**src/rtl/imap_stream_biu_if.sv**
```systemverilog
// Bus bundle between the imap BIU and its surroundings: control, arbiter read port and imap SRAM write port.
// The master modport is the BIU's view; slave is the view of the controller/arbiter/SRAM side.
interface imap_stream_biu_if #(
  parameter int BUS_DW = 32,
  parameter int PACK   = 2,
  parameter int CNT_W  = 16
);
  logic                     imap_start;
  logic                     imap_abort;
  logic [31:0]              imap_base_addr;
  logic [CNT_W-1:0]         imap_len_words;
  logic                     imap_busy;
  logic                     imap_done;
  logic                     req_vld;
  logic [31:0]              req_addr;
  logic                     req_rdy;
  logic                     rsp_vld;
  logic [BUS_DW-1:0]        rsp_data;
  logic                     rsp_rdy;
  logic [31:0]              imap_waddr;
  logic [PACK*BUS_DW-1:0]   imap_wdata;
  logic                     imap_wen;
  logic                     imap_wrdy;

  modport master (
    input  imap_start, imap_abort, imap_base_addr, imap_len_words,
    input  req_rdy, rsp_vld, rsp_data, imap_wrdy,
    output imap_busy, imap_done, req_vld, req_addr, rsp_rdy,
    output imap_waddr, imap_wdata, imap_wen
  );

  modport slave (
    output imap_start, imap_abort, imap_base_addr, imap_len_words,
    output req_rdy, rsp_vld, rsp_data, imap_wrdy,
    input  imap_busy, imap_done, req_vld, req_addr, rsp_rdy,
    input  imap_waddr, imap_wdata, imap_wen
  );
endinterface

```
**src/rtl/imap_stream_biu.sv**
```systemverilog
// Input-feature-map BIU: issues up to MAX_OUTSTD reads, packs PACK beats per SRAM word and
// writes the words round-robin across NBANK imap buffer banks.
module imap_stream_biu #(
  parameter int BUS_DW     = 32,
  parameter int PACK       = 2,
  parameter int NBANK      = 4,
  parameter int BANK_DEPTH = 3136,
  parameter int MAX_OUTSTD = 8,
  parameter int CNT_W      = 16
) (
  input  logic              clk,
  input  logic              rst,
  imap_stream_biu_if.master bus
);

  localparam int          OW        = $clog2(MAX_OUTSTD + 1);
  localparam int          LW        = (PACK > 1) ? $clog2(PACK) : 1;
  localparam int          BW        = (NBANK > 1) ? $clog2(NBANK) : 1;
  localparam int          WW        = PACK * BUS_DW;
  localparam logic [31:0] ADDR_STEP = 32'(BUS_DW / 8);
  localparam logic [31:0] BANK_STEP = 32'(BANK_DEPTH);

  typedef enum logic [1:0] {
    S_IDLE,
    S_RUN,
    S_DRAIN,
    S_DONE
  } state_t;

  state_t           r_state;
  state_t           w_next;

  logic [CNT_W-1:0] r_len;
  logic [CNT_W-1:0] r_issued;
  logic [CNT_W-1:0] r_rcnt;
  logic [OW-1:0]    r_outstd;
  logic [31:0]      r_addr;
  logic [LW-1:0]    r_lane;
  logic [BW-1:0]    r_bank;
  logic [31:0]      r_bank_base;
  logic [31:0]      r_row;
  logic [WW-1:0]    r_pack;

  logic             w_run;
  logic             w_drain;
  logic             w_start;
  logic             w_req_vld;
  logic             w_req_hs;
  logic             w_last_beat;
  logic             w_close;
  logic             w_rsp_rdy;
  logic             w_rsp_hs;
  logic             w_wen;
  logic [WW-1:0]    w_wdata;

  assign w_run       = (r_state == S_RUN);
  assign w_drain     = (r_state == S_DRAIN);
  assign w_start     = (r_state == S_IDLE) & bus.imap_start;

  // Abort cuts request issue in the very cycle it is seen, before the state moves to DRAIN.
  assign w_req_vld   = w_run & ~bus.imap_abort & (r_issued < r_len) &
                       (r_outstd < OW'(MAX_OUTSTD));
  assign w_req_hs    = w_req_vld & bus.req_rdy;

  assign w_last_beat = (r_rcnt == (r_len - CNT_W'(1)));
  assign w_close     = (r_lane == LW'(PACK - 1)) | w_last_beat;
  assign w_rsp_rdy   = w_drain | (w_run & (~w_close | bus.imap_wrdy));
  assign w_rsp_hs    = bus.rsp_vld & w_rsp_rdy;
  assign w_wen       = w_run & w_rsp_hs & w_close;

  // Lane 0 sits in the MSBs; lanes past the current beat stay zero for a short final word.
  always_comb begin
    w_wdata = '0;
    for (int l = 0; l < PACK; l++) begin
      if (LW'(l) < r_lane) begin
        w_wdata[(PACK-1-l)*BUS_DW +: BUS_DW] = r_pack[(PACK-1-l)*BUS_DW +: BUS_DW];
      end else if (LW'(l) == r_lane) begin
        w_wdata[(PACK-1-l)*BUS_DW +: BUS_DW] = bus.rsp_data;
      end
    end
  end

  always_ff @(posedge clk) begin
    if (rst) begin
      r_state <= S_IDLE;
    end else begin
      r_state <= w_next;
    end
  end

  always_comb begin
    w_next = r_state;
    case (r_state)
      S_IDLE: begin
        if (bus.imap_start) begin
          w_next = (bus.imap_len_words == '0) ? S_DONE : S_RUN;
        end
      end
      S_RUN: begin
        if (w_wen & w_last_beat) begin
          w_next = S_DONE;
        end else if (bus.imap_abort) begin
          w_next = S_DRAIN;
        end
      end
      S_DRAIN: begin
        if (r_outstd == '0) begin
          w_next = S_IDLE;
        end
      end
      S_DONE: begin
        w_next = S_IDLE;
      end
      default: begin
        w_next = S_IDLE;
      end
    endcase
  end

  // Request side: issue counter, running byte address and in-flight count.
  always_ff @(posedge clk) begin
    if (rst) begin
      r_len    <= '0;
      r_issued <= '0;
      r_addr   <= '0;
      r_outstd <= '0;
    end else if (w_start) begin
      r_len    <= bus.imap_len_words;
      r_issued <= '0;
      r_addr   <= bus.imap_base_addr;
      r_outstd <= '0;
    end else begin
      if (w_req_hs) begin
        r_issued <= r_issued + CNT_W'(1);
        r_addr   <= r_addr + ADDR_STEP;
      end
      if (w_req_hs & ~w_rsp_hs) begin
        r_outstd <= r_outstd + OW'(1);
      end else if (~w_req_hs & w_rsp_hs & (r_outstd != '0)) begin
        r_outstd <= r_outstd - OW'(1);
      end
    end
  end

  // Response side: beat/lane tracking, pack register and bank/row walk of the write address.
  always_ff @(posedge clk) begin
    if (rst) begin
      r_rcnt      <= '0;
      r_lane      <= '0;
      r_pack      <= '0;
      r_bank      <= '0;
      r_bank_base <= '0;
      r_row       <= '0;
    end else if (w_start) begin
      r_rcnt      <= '0;
      r_lane      <= '0;
      r_pack      <= '0;
      r_bank      <= '0;
      r_bank_base <= '0;
      r_row       <= '0;
    end else if (w_run & w_rsp_hs) begin
      r_rcnt <= r_rcnt + CNT_W'(1);
      if (w_close) begin
        r_lane <= '0;
        r_pack <= '0;
        if (r_bank == BW'(NBANK - 1)) begin
          r_bank      <= '0;
          r_bank_base <= '0;
          r_row       <= r_row + 32'd1;
        end else begin
          r_bank      <= r_bank + BW'(1);
          r_bank_base <= r_bank_base + BANK_STEP;
        end
      end else begin
        r_lane <= r_lane + LW'(1);
        r_pack <= w_wdata;
      end
    end
  end

  assign bus.imap_busy  = (r_state != S_IDLE);
  assign bus.imap_done  = (r_state == S_DONE);
  assign bus.req_vld    = w_req_vld;
  assign bus.req_addr   = r_addr;
  assign bus.rsp_rdy    = w_rsp_rdy;
  assign bus.imap_waddr = r_bank_base + r_row;
  assign bus.imap_wdata = w_wdata;
  assign bus.imap_wen   = w_wen;

endmodule
```
**src/flat_wrapper.sv**
```systemverilog
// flat-port wrapper written by rule: the top's interface ports become plain ports
module imap_stream_biu_flat 
#(
  parameter int BUS_DW     = 32,
  parameter int PACK       = 2,
  parameter int NBANK      = 4,
  parameter int BANK_DEPTH = 3136,
  parameter int MAX_OUTSTD = 8,
  parameter int CNT_W      = 16
)
  (clk, rst, bus_imap_start, bus_imap_abort, bus_imap_base_addr, bus_imap_len_words, bus_req_rdy, bus_rsp_vld, bus_rsp_data, bus_imap_wrdy, bus_imap_busy, bus_imap_done, bus_req_vld, bus_req_addr, bus_rsp_rdy, bus_imap_waddr, bus_imap_wdata, bus_imap_wen);
  imap_stream_biu_if #(.BUS_DW(BUS_DW), .PACK(PACK), .CNT_W(CNT_W)) bus_i ();
  input  logic clk;
  input  logic rst;
  input wire logic [$bits(bus_i.imap_start)-1:0] bus_imap_start;
  input wire logic [$bits(bus_i.imap_abort)-1:0] bus_imap_abort;
  input wire logic [$bits(bus_i.imap_base_addr)-1:0] bus_imap_base_addr;
  input wire logic [$bits(bus_i.imap_len_words)-1:0] bus_imap_len_words;
  input wire logic [$bits(bus_i.req_rdy)-1:0] bus_req_rdy;
  input wire logic [$bits(bus_i.rsp_vld)-1:0] bus_rsp_vld;
  input wire logic [$bits(bus_i.rsp_data)-1:0] bus_rsp_data;
  input wire logic [$bits(bus_i.imap_wrdy)-1:0] bus_imap_wrdy;
  output wire logic [$bits(bus_i.imap_busy)-1:0] bus_imap_busy;
  output wire logic [$bits(bus_i.imap_done)-1:0] bus_imap_done;
  output wire logic [$bits(bus_i.req_vld)-1:0] bus_req_vld;
  output wire logic [$bits(bus_i.req_addr)-1:0] bus_req_addr;
  output wire logic [$bits(bus_i.rsp_rdy)-1:0] bus_rsp_rdy;
  output wire logic [$bits(bus_i.imap_waddr)-1:0] bus_imap_waddr;
  output wire logic [$bits(bus_i.imap_wdata)-1:0] bus_imap_wdata;
  output wire logic [$bits(bus_i.imap_wen)-1:0] bus_imap_wen;
  assign bus_i.imap_start = bus_imap_start;
  assign bus_i.imap_abort = bus_imap_abort;
  assign bus_i.imap_base_addr = bus_imap_base_addr;
  assign bus_i.imap_len_words = bus_imap_len_words;
  assign bus_i.req_rdy = bus_req_rdy;
  assign bus_i.rsp_vld = bus_rsp_vld;
  assign bus_i.rsp_data = bus_rsp_data;
  assign bus_i.imap_wrdy = bus_imap_wrdy;
  assign bus_imap_busy = bus_i.imap_busy;
  assign bus_imap_done = bus_i.imap_done;
  assign bus_req_vld = bus_i.req_vld;
  assign bus_req_addr = bus_i.req_addr;
  assign bus_rsp_rdy = bus_i.rsp_rdy;
  assign bus_imap_waddr = bus_i.imap_waddr;
  assign bus_imap_wdata = bus_i.imap_wdata;
  assign bus_imap_wen = bus_i.imap_wen;
  imap_stream_biu #(.BUS_DW(BUS_DW), .PACK(PACK), .NBANK(NBANK), .BANK_DEPTH(BANK_DEPTH), .MAX_OUTSTD(MAX_OUTSTD), .CNT_W(CNT_W)) u_core (.clk(clk), .rst(rst), .bus(bus_i));
endmodule
```
**config.mk**
```make
export PLATFORM = sky130hd
export DESIGN_NAME = imap_stream_biu_flat
export DESIGN_NICKNAME = d
export VERILOG_FILES = /design/src/rtl/imap_stream_biu_if.sv /design/src/rtl/imap_stream_biu.sv /design/src/flat_wrapper.sv
export SDC_FILE = /design/constraint.sdc
export NUM_CORES = 1
export LEC_CHECK = 0
export CORE_AREA = 2 2 195 197
export DETAILED_ROUTE_END_ITERATION = 10
export DIE_AREA = 0 0 197 199
export HOLD_SLACK_MARGIN = 0.15
export PLACE_DENSITY = 0.59
export SETUP_SLACK_MARGIN = 0.4
export SYNTH_ARGS = -nofsm -noshare
export SYNTH_HDL_FRONTEND = slang
export SYNTH_SLANG_ARGS = --single-unit
```
**constraint.sdc**
```tcl
create_clock -name clk -period 6.05 [get_ports clk]
set_input_delay 1.5125 -clock clk [delete_from_list [all_inputs] [get_ports clk]]
set_output_delay 1.5125 -clock clk [all_outputs]
set_load 0.01 [all_outputs]
```
==> results of run 1 <==
## routing by layer
metal | global-route usage | up-vias | wire length, um
met5 | 0 | - | 0
li1 | - | 5352 | -
met4 | 0.03342 | 0 | 262
met3 | 0.04273 | 15 | 1510
met1 | 0.2158 | 5021 | 15340
met2 | 0.2665 | 196 | 15320
## sequential cells by signal, indices dropped and copies added (netlist names)
signal and flops:
u_core.r_bank 2, u_core.r_outstd 4, u_core.r_rcnt 16, u_core.r_issued 16, u_core.r_state 2, u_core.r_lane 1, u_core.r_row 32, u_core.r_len 16
u_core.r_pack 32, u_core.r_bank_base 26, u_core.bus.req_addr 32
## how the worst max path moves through the flow
stage                         endpoint  slack (ns)  cells after the start
global route        bus_imap_waddr[19]        0.46                     10
global placement           bus_req_vld        0.91                      6
detailed placement         bus_req_vld        0.87                      6
CTS                       bus_imap_wen        0.44                     11
finish                    bus_imap_wen        0.65                     11
floorplan                  bus_rsp_rdy        1.81                     11
## cells in the final DEF (no fill, tap or decap), drive strengths merged, types with 4 or more instances in the layout
cell and n:
o21ai 53, nor4b 8, xor2 24, a211oi 12, nor2b 7, or3 41, o21a 10, bufinv 4
o31ai 15, mux2i 12, nand3 82, a31oi 7, nand2 145, mux2 32, xnor2 65, clkdlybuf4s50 218
or2 5, and2 42, nor2 125, dfxtp 179, o211ai 8, clkbuf 23, a21oi 105, a311oi 22
nand2b 9, inv 46, o311ai 4, nor3 33, and3 14, nor4 33, nand4 37, ha 49
or4 19, buf 17, and4 12, a21o 7, or4b 4
## final cells by class
| type | count | area (um2) |
|---|---|---|
| clock buffers | 23 | 467.9 |
| clock inverters | 9 | 152.6 |
| flip-flops and latches | 179 | 3585 |
| fillers | 3817 | 22930 |
| multi-input cells | 1079 | 6929 |
| inverters | 46 | 172.7 |
| repair buffers | 235 | 2307 |
| well taps | 474 | 593.1 |
## critical path: cells and delay by family, from the launching register on
kind | cells | cell delay [ns]
simple gates | 4 | 1.02
buf+inv | 4 | 0.99
compound gates | 2 | 0.81
flops | 1 | 0.37
fa+ha+maj | 1 | 0.26
## logic make-up (layout without fill, tap and decap cells)
kind of cell,after synthesis,in the layout,synth area share
AND/OR/NAND/NOR,621,621,0.2928
AO/OA/AOI/OAI,275,275,0.1613
flip-flops,179,179,0.3262
buffers and inverters,132,313,0.04749
XOR/XNOR,89,89,0.07095
adder cells (fa/ha/maj),50,50,0.05762
multiplexers,44,44,0.04373
## power by group through the flow
stage	Combinational, mW	Clock, mW	Sequential [mW]
6_report	0.482	1.21	1.27
5_1_grt	0.525	1.29	1.27
4_1_cts	0.485	1.25	1.27
3_5_place_dp	0.483	0	1.29
3_3_place_gp	0.477	0	1.29
2_1_floorplan	0.259	0	1.28
## cell usage after synthesis, types with 36 or more instances
cell,number
a21oi_1,105
and2_1,42
clkbuf_1,69
dfxtp_1,179
ha_1,49
inv_1,46
nand2_1,145
nand3_1,82
nand4_1,36
nor2_1,125
o21ai_0,53
or3_1,41
xnor2_1,65
## metrics by stage
step	std cells	total power [mW]	setup WS, ns	hold WS [ns]
after floorplan	1390	1.543	1.810	0.4285
after global placement	2013	1.770	0.9056	0.4349
after detailed placement	2013	1.776	0.8734	0.4431
after CTS	2045	2.998	0.4389	0.4518
after global routing	2045	3.088	0.4580	0.4671
final	2045	2.957	0.6480	0.4493
## timing repair
| action | in CTS | in global routing |
|---|---|---|
| gates resized for setup | 0 | 2 |
| setup endpoints to repair | 0 | 1 |
| hold endpoints to repair | 0 | 0 |
==> results.toml, run 1 <==
[pwr]
switchingPower_mw = 0.7986
peakVddDrop_mv = 0.1768
pwr-share-comb = 0.163
p_leak_nw = 4.877
swShare = 0.2701
pwr_density_cell_mw_per_mm2 = 208.1
seq_power_share = 0.429
clockPowerShare = 0.408
internal_power_mw = 2.158

[grt]
overflow = 0
antenna_found_initial = 0
grt_usage = 0.1628
grt_max_degree = 81
grt_pass1_vias = 10059
grt_pass1_wl_um = 51590

[synthesis]
synth_cells = 1390
ys_ff_latch = 179
ys_top_cells_by_area = "dfxtp_1 (33%), ha_1 (5.6%), xnor2_1 (5.2%), nand2_1 (5.0%), a21oi_1 (4.8%)"
ys_warn_count = 0
synth_edf_count = 0
synth_top_area_share = 0.3262
yosys.area.top_type = "dfxtp_1"
synth_area_per_cell_um2 = 7.904
postSynth.asyncResetShare = 0
synth_top_flop_cell = "dfxtp_1"
yosysSeqAreaShare = 0.3262
synth_nets = 1527
syn-cell-area_mm2 = 0.01099
ys_types = 66

[critical_path]
reg2reg_from = "u_core.r_len[0]"
crit_path_cell_trace = "inv_1 > ha_1 > or4b_1 > nor4_1 > nor3_1 > a221oi_2 > a41o_1 > nand2_1 > buf_4 > inv_1 > clkdlybuf4s50_1"
r2r-end = "u_core.r_outstd[3]"
r2r_cells = 16
rrSetupSlack_ns = 1.26
crit_path_end_kind = "output port"
crit_path_top_delay_cell = "clkdlybuf4s50_1"
crit_required_ns = 4.54
critPathArrivalTime_ns = 3.89
cp-startpoint = "u_core.r_len[0]"
slowest_delay_ns = 0.57
cp_max_fo = 15
crit_type = "reg -> out"
cp-start-kind = "flop"
cp_common_cell = "inv_1"

[drt]
wirelength_um = 32440
dr.pass1.iters = 5
avgRoutedWirePerCell_um = 15.86
drt_iter0_drc = 666
viasPerCell = 5.176
post-route-drc-count = 0
route.antenna.remaining_nets = 0
num_vias = 10584

[floorplanning]
dieHeight_um = 199
rows = 71
dieArea_mm2 = 0.03920
coreArea_mm2 = 0.03713
die_w_um = 197
boundaryPins = 220
start_util = 0.2959

[cts]
path_clk_slew_ns = 0.07
clock_latency_ns = 0.45
hold_buffers = 0
cts.sinks = 179
post-cts-setup-buffers = 0
clock_path_buffers = 2
cts_tree = "yes"
clockRootBuffer = "clkbuf_16"
cts_max_level = 4
cts_made_buffers = 17

[cells_and_area]
area.growth.synth_to_final_pct = 29.31
antenna_cells = 0
drive_above_1_share = 0.06556
final_core_util = 0.3826
stdcell_area_mm2 = 0.01421
final_nets = 1695

[place]
gp_congestion = 0.8633
port-buffer-count = 219
placed_cell_area_mm2 = 0.01357
dp_hpwl_um = 23290

[hold_path]
hold_start = "u_core.r_pack[52]"
hold_path_end = "u_core.r_pack[52]"
worst_hold_path_type = "reg -> reg"
hold_depth = 2

[sta]
slew_headroom = 0.3247
setup_viol = 0
tightest_slew_ns = 1.013
final-hold-violation-count = 0
post-route-period-util = 0.8929
rsz0062_at_grt = "no"
fin_crit_ns = 5.402
fmax_mhz = 185.1
slew_viol_final = 0
tns_ns = 0
finalClockSkew_ns = 0.01898

[job]
max_cap_viol_count = 0

[run_status]
run_status = "complete, no violations"
(Power assumes the default switching activity.)
==> run 2: changes to the inputs <==
Settings changed: GPL_TIMING_DRIVEN set to 0, PLACE_DENSITY 0.59 to 0.6.
==> run 2 against run 1 <==
Against the previous run:
- non-clock buffer count rose by 73
- critical endpoint unchanged
- sequential share of layout area fell by 0.30 points
- maximum frequency fell by 0.48%
- via count rose by 5.4%
- highest routed layer unchanged
- power fell by 3.7%
- largest power group unchanged
- sequential power barely moved
- hold slack barely moved
- worst setup slack got worse by 0.026 ns
- core utilization rose by 0.47 points
- critical path depth did not move
- register-to-register slack improved by 0.46 ns
- critical path type unchanged
==> results.toml, run 2 (synthesis gave the netlist of run 1 again) <==
[run_status]
run_status = "complete, no violations"

[critical_path]
critPathArrivalTime_ns = 3.92
cp_max_fo = 10
crit_path_end_kind = "output port"
crit_type = "reg -> out"
r2r-end = "u_core.r_outstd[3]"
rrSetupSlack_ns = 1.72
crit_required_ns = 4.54
reg2reg_from = "u_core.r_len[1]"
r2r_cells = 16
cp-start-kind = "flop"

[cells_and_area]
register_area_mm2 = 0.003585
drive_above_1_share = 0.06326
multi_input_area_mm2 = 0.006900
most-common-layout-cells = "clkdlybuf4s50_1 (218), dfxtp_1 (178), nand2_1 (145)"
layout_commonest_cell = "clkdlybuf4s50_1"
final_nets = 1768
final_core_util = 0.3873
fill_cells = 3841
area.growth.synth_to_final_pct = 30.88
antenna_cells = 0

[sta]
fin_crit_ns = 5.428
slew_headroom = 0.07660
fin_ws_ns = 0.6221
post-route-period-util = 0.8972
tightest_slew_ns = 1.372
slew_viol_final = 0
final-hold-violation-count = 0
tns_ns = 0
fin_hold_ws_ns = 0.4492
fmax_mhz = 184.2
finalClockSkew_ns = 0.01376
setup_viol = 0
rsz0062_at_grt = "no"

[drt]
post-route-drc-count = 0
dr.pass1.iters = 5
avgRoutedWirePerCell_um = 16.49
num_vias = 11159
route.antenna.remaining_nets = 0
drt_iter0_drc = 567
viasPerCell = 5.269
wirelength_um = 34920

[grt]
grt_util_met3 = 0.03374
grt_pass1_vias = 10347
antenna_found_initial = 0
top_usage_layer = "met2"
gr-usage-met1 = 0.2347
overflow = 0
grt_pass1_wl_um = 54920
grt_max_degree = 18
grtUsageMet2 = 0.2870
grt_usage = 0.1747

[floorplanning]
die_w_um = 197
start_util = 0.2959
coreArea_mm2 = 0.03713
dieHeight_um = 199
rows = 71
dieArea_mm2 = 0.03920
boundaryPins = 220

[cts]
cts_tree = "yes"
clockRootBuffer = "clkbuf_16"
path_clk_slew_ns = 0.08
cts_max_level = 4
clock_latency_ns = 0.45
cts_made_buffers = 17
clock_path_buffers = 2
cts.sinks = 179

[hold_path]
hold_depth = 2
hold_path_end = "u_core.r_pack[59]"
worst_hold_path_type = "reg -> reg"
hold_start = "u_core.r_pack[59]"

[pwr]
p_total_mw = 2.847
peakVddDrop_mv = 0.2081
pwr_density_cell_mw_per_mm2 = 198.0
p_leak_nw = 4.925

[place]
gp_congestion = 0.8120
dp_worst_setup_slack_ns = 0.3233
port-buffer-count = 219
dp_hpwl_um = 26670

[job]
max_cap_viol_count = 0
[run 2: layout make-up]
type | instances | share of cell area
buffer | 86 | 0.02497
clock buffer | 19 | 0.03011
clock inverter | 13 | 0.008353
inverter | 46 | 0.01201
multi-input combinational | 1079 | 0.4799
sequential | 179 | 0.2493
tap | 474 | 0.04124
timing repair buffer | 222 | 0.1542
[run 2: what timing repair did]
item,CTS,global route
setup endpoints to repair,2,2
pin swaps,1,2
resized for setup,6,8
buffers inserted,3,0
hold buffers,0,0
[run 2: through the flow]
stage	instances	cell area (um2)
3_3_place_gp	2083	13770
3_5_place_dp	2083	13770
2_1_floorplan	1390	10990
6_report	2118	14380
5_1_grt	2118	14380
4_1_cts	2118	14370
[run 2: worst max-delay path, cell delays in order (launching register included)]
cell and delay (ns):
dfxtp_1 0.36, inv_1 0.14, ha_2 0.25, or4b_1 0.49, nor4_1 0.29, nor3_1 0.10, a221oi_2 0.38, a41o_2 0.35
nand2_1 0.16, clkbuf_2 0.23, inv_2 0.15, clkdlybuf4s50_1 0.55
[run 2: power breakdown]
group | total (mW) | switching (mW) | leakage (nW) | internal, mW
combinational | 0.511 | 0.271 | 3.21 | 0.239
sequential | 1.26 | 0.0475 | 1.45 | 1.21
clock | 1.08 | 0.534 | 0.265 | 0.541
total | 2.85 | 0.853 | 4.92 | 1.99
[run 2: worst max-delay path by stage]
stage	from	to	cells after the start
floorplan	u_core.r_len[0]	bus_rsp_rdy	11
CTS	u_core.r_len[1]	bus_rsp_rdy	12
finish	u_core.r_len[1]	bus_imap_wen	11
detailed placement	u_core.r_len[1]	bus_rsp_rdy	12
global route	u_core.r_len[1]	bus_imap_wen	11
global placement	u_core.r_len[1]	bus_rsp_rdy	12
[run 2: metal layers]
layer,vias to the layer above,wire (um),part of all wire
met5,-,0,0
met4,0,457,0.013
met3,32,1707,0.049
met2,289,16520,0.47
met1,5317,16230,0.46
li1,5521,-,-
